===== config.mk =====
export PLATFORM = sky130hd
export DESIGN_NAME = erode_detector
export DESIGN_NICKNAME = d
export VERILOG_FILES = /design/src/rtl/erode_detector.sv
export SDC_FILE = /design/constraint.sdc
export NUM_CORES = 1
export LEC_CHECK = 0
export BUFFER_PORTS_ARGS = -buffer_cell sky130_fd_sc_hd__buf_2
export CAP_MARGIN = 5
export CORE_MARGIN = 10
export CORE_UTILIZATION = 55
export CTS_BUF_LIST = sky130_fd_sc_hd__clkbuf_8
export DETAILED_ROUTE_END_ITERATION = 7
export PLACE_DENSITY = 0.7
export SLEW_MARGIN = 20
export SYNTH_ARGS = -nofsm -noshare
export SYNTH_HDL_FRONTEND = slang
export SYNTH_SLANG_ARGS = --single-unit

===== constraint.sdc =====
create_clock -name clk -period 13.8 [get_ports clk]
set_clock_uncertainty 0.1 [all_clocks]
set_input_delay 1.38 -clock clk [delete_from_list [all_inputs] [get_ports clk]]
set_output_delay 1.38 -clock clk [all_outputs]
set_load 0.05 [all_outputs]

===== src/rtl/erode_detector.sv =====
// erode_detector: 3x3 binary erosion over a streamed frame, built from two line buffers, 3 clk latency.
module erode_detector #(
  parameter logic [9:0] IMG_HDISP = 10'd640,
  parameter logic [9:0] IMG_VDISP = 10'd480
) (
  input  logic clk,
  input  logic rst,
  input  logic per_frame_vsync,
  input  logic per_frame_href,
  input  logic per_frame_clken,
  input  logic per_img_Bit,
  output logic post_frame_vsync,
  output logic post_frame_href,
  output logic post_frame_clken,
  output logic post_img_Bit
);
  localparam int AW = $clog2(IMG_HDISP);
  logic [9:0] col_cnt, row_cnt;
  logic href_d;
  logic lb1 [0:IMG_HDISP-1];
  logic lb2 [0:IMG_HDISP-1];
  logic [2:0] win1, win2, win3;
  logic w_vld, a_vld, b_bit;
  logic [2:0] a_and;
  logic [2:0] vs_d, hr_d, ce_d;
  logic accept, in_range, valid, lb1_q, lb2_q;
  logic [AW-1:0] addr;
  assign accept   = per_frame_clken & per_frame_href;
  assign in_range = col_cnt < IMG_HDISP;
  assign addr     = col_cnt[AW-1:0];
  assign lb1_q    = in_range ? lb1[addr] : 1'b0;
  assign lb2_q    = in_range ? lb2[addr] : 1'b0;
  // window fully inside the frame only from the third row and third column on
  assign valid    = (row_cnt >= 10'd2) && (row_cnt < IMG_VDISP) && (col_cnt >= 10'd2) && in_range;
  always_ff @(posedge clk)
    if (accept && in_range) begin
      lb1[addr] <= per_img_Bit;
      lb2[addr] <= lb1[addr];
    end
  always_ff @(posedge clk or posedge rst)
    if (rst) begin
      col_cnt <= '0;
      row_cnt <= '0;
      href_d  <= 1'b0;
      win1    <= '0;
      win2    <= '0;
      win3    <= '0;
      w_vld   <= 1'b0;
      a_and   <= '0;
      a_vld   <= 1'b0;
      b_bit   <= 1'b0;
      vs_d    <= '0;
      hr_d    <= '0;
      ce_d    <= '0;
    end else begin
      col_cnt <= !per_frame_href ? '0 : (accept && col_cnt != '1) ? col_cnt + 10'd1 : col_cnt;
      href_d  <= per_frame_href;
      row_cnt <= !per_frame_vsync ? '0 : (href_d && !per_frame_href && row_cnt != '1) ? row_cnt + 10'd1 : row_cnt;
      if (accept) begin
        win1  <= {win1[1:0], lb2_q};
        win2  <= {win2[1:0], lb1_q};
        win3  <= {win3[1:0], per_img_Bit};
        w_vld <= valid;
      end
      a_and <= {&win1, &win2, &win3};
      a_vld <= w_vld;
      b_bit <= (&a_and) & a_vld;
      vs_d  <= {vs_d[1:0], per_frame_vsync};
      hr_d  <= {hr_d[1:0], per_frame_href};
      ce_d  <= {ce_d[1:0], per_frame_clken};
    end
  assign post_frame_vsync = vs_d[2];
  assign post_frame_href  = hr_d[2];
  assign post_frame_clken = ce_d[2];
  assign post_img_Bit     = hr_d[2] & b_bit;
endmodule


==> impl_results.md <==
- Vias in the first global route: 31769
- Post_cts resized: 0
- Placed Cells: 4570
- VDD IR-drop max: 74.68 uV
- TritonCTS clock tree: built
- Fraction of layout cells with a size suffix above 1: 13.65%
- Status: completed
- H-tree depth: 4
- RSZ-0062 raised after global routing: false
- Number of enable flip-flop cells after synthesis: 1280
- Synthesized cell area: 54120 um^2
- Drt pass-1 iters: 6
- Most Frequent Cell on Critical Path: buf_4
- Async set or reset register ratio after synthesis: 3.323%
- Mean area per synthesized cell: 15.78 um^2
- CTS buffer count: 206
- CP endpoint kind: flop
- Aggregate negative setup slack: 0 ns
- Initial antenna violation count: 6
- Hold_buf cts: 0
- Yosys reg bits: 1324
- Synth Instances: 3430
- DR iter-0 viols: 4255
- GRT Total Usage: 26.31%
- Die Y: 333.7 um
- Nets@finish: 3504
- Total length of routed wires: 148800 um
- Ys flop type: edfxtp_1
- Routed wl met3: 17990 um
- Net Count, Synth: 3442
- Row cnt: 115
- Vias post-DR: 31971
- RePlAce Congestion: 0.8666
- CP arrival: 7.58 ns
- Overall die width: 333.7 um
- # fillers: 7094
- Largest net degree at the start of global routing: 147
- Worst-path clk slew: 0.06 ns
- Post-DR wirelength/cell: 30.12 um
- Met2 WL: 70360 um
- Non-Filler Instances: 4939
- First-pass GRT wire length: 213300 um
- Post-DP HPWL: 85110 um
- Hold Crit Class: reg2reg
- Most numerous cell in the Yosys netlist: edfxtp_1
- Top post-synthesis cells by area: edfxtp_1, mux2i_1, nor2_1, mux4_2, o22ai_1
- Crit start category: flop
- Clock Sinks: 1324
- Distinct cells, synth: 64
- Yosys top cell by area: edfxtp_1
- Total core area: 97990 um^2
- PwrDens: 136.8 nW/um^2
- I/O Buffers: 9
- Fin crit period: 7.184 ns
- M1 wire length: 53460 um
- Crit-path max FO: 110
- Area growth syn-to-layout: 9.449%
- Slew HR: 7.239%
- Final setup fails: 0
- Slew Viols, Final: 0
- Final hold violation count: 0
- CP peak stage delay: 0.87 ns
- Max Used Layer: met5
- Crit-path cells: buf_4 -> buf_4 -> mux2i_1 -> o22ai_1 -> nor4_1 -> o2111ai_1 -> nand3_1 -> o22ai_1 -> or3_4 -> buf_4 -> buf_4
- Total power: 8.102 mW
- Remaining Overflow, GRT: 0
- Critical path required time: 14.20 ns
- Crit-path slowest cell: dfrtp_4
- Post-CTS setup repair buffer count: 0
- Tightest Pin Transition: 1.381 ns
- Worst-skew pair later-pin latency: 0.90 ns
- # DRC: 0
- Top cell type's share of synthesized area: 71.02%
- Vias/cell: 6.473
- Root buf cell: clkbuf_8
- Pleak: 18.57 nW
- Max clock buf depth: 3
- Period utilization: 52.06%
- Post-route antenna net violation count: 0
- Sequential fraction of the synthesis area: 73.06%
- Fmax: 139.2 MHz
- Io pins: 10
- Die Area: 111300 um^2
- MaxCap Viol Count: 0
- Initial Util: 55.23%
- Critical path class: reg2reg
- Yosys warning count: 0
- Most common library cells after synthesis: edfxtp_1, nor2_1, mux2i_1
==> final timing paths <==
| path | startpoint | end | slack, ns | cells after the start |
|---|---|---|---|---|
| max | addr[0] | lb2[88] | 6.62 | 11 |
| min | ce_d[1] | ce_d[2] | 0.26 | 0 |
| max reg2reg | addr[0] | lb2[88] | 6.62 | 11 |
| min reg2reg | ce_d[1] | ce_d[2] | 0.26 | 0 |
| max in group asynchronous | rst | addr[1] | 12.46 | 2 |
| min in group asynchronous | rst | ce_d[2] | 0.54 | 2 |
==> sequential cells by signal (all words and copies together), names as in the netlist, 3 cells and up <==
signal	count
vs_d	3
lb1	640
win2	3
hr_d	3
row_cnt	10
addr	10
win3	3
lb2	640
a_and	3
win1	3
ce_d	3
==> critical path: cells and delay by family (launching register included) <==
family / cells / cell delay, ns
flops: 1 / 0.87
mux: 1 / 0.20
buf+inv: 4 / 3.19
simple gates: 3 / 0.95
compound gates: 3 / 1.00
==> metal layers <==
metal	track usage, %	up-vias
li1	-	13366
met1	33.88	16138
met2	41.57	2081
met3	6.916	384
met4	12.48	2
met5	0	-
==> through the flow <==
stage                     utilization (%)  hold WS, ns  area (um^2)  setup WS, ns
after global routing                60.45       0.2664        59230         6.339
after global placement              56.47       0.2357        55330         7.105
final                               60.45       0.2556        59230         6.616
after floorplan                         -       0.2312        54120         8.408
after detailed placement            56.47       0.2363        55340         6.826
after CTS                           60.37       0.2587        59160         6.812
==> final cells by class <==
cell class | count | area (um^2) | share of cell area [%]
Tap cell | 1287 | 1610 | 2.719
Clock inverter | 152 | 890.9 | 1.504
Timing Repair Buffer | 101 | 810.8 | 1.369
Sequential cell | 1324 | 39550 | 66.77
Clock buffer | 213 | 2932 | 4.949
Multi-Input combinational cell | 1851 | 13400 | 22.63
Antenna cell | 3 | 7.507 | 0.01267
Inverter | 8 | 31.28 | 0.05281
==> report_power, final <==
group / internal, mW / switching, mW / total [mW]
sequential: 4.50 / 0.0172 / 4.52
combinational: 0.165 / 0.330 / 0.496
clock: 1.57 / 1.52 / 3.09
==> cell families (layout without fill, tap and decap cells) <==
kind of cell             count (synthesis)  in the layout  share of synthesized area, %
buffers and inverters                  255            474                         2.458
AO/OA/AOI/OAI                          312            312                         3.815
other                                    0              3                             0
AND/OR/NAND/NOR                        939            939                         7.393
XOR/XNOR                                13             13                        0.2104
multiplexers                           581            581                         12.93
flip-flops                            1324           1324                         73.06
adder cells (fa/ha/maj)                  6              6                        0.1387
==> cell usage in the layout (no fill, tap or decap), types with 16 or more instances in the layout <==
cell          n
clkinv_2     19
dfrtp_1      40
buf_4        86
clkbuf_8    213
o22ai_1     203
mux2_2       16
and2_1       20
nand3_1      33
o2111ai_1    18
nor4_1       32
nand2_1      54
clkinv_1     50
nor3_1       26
o21ai_0      27
mux2i_1     476
inv_1        68
mux4_2       76
edfxtp_1   1280
nor2_1      676
No activity file was read; power rests on OpenSTA's default activity.
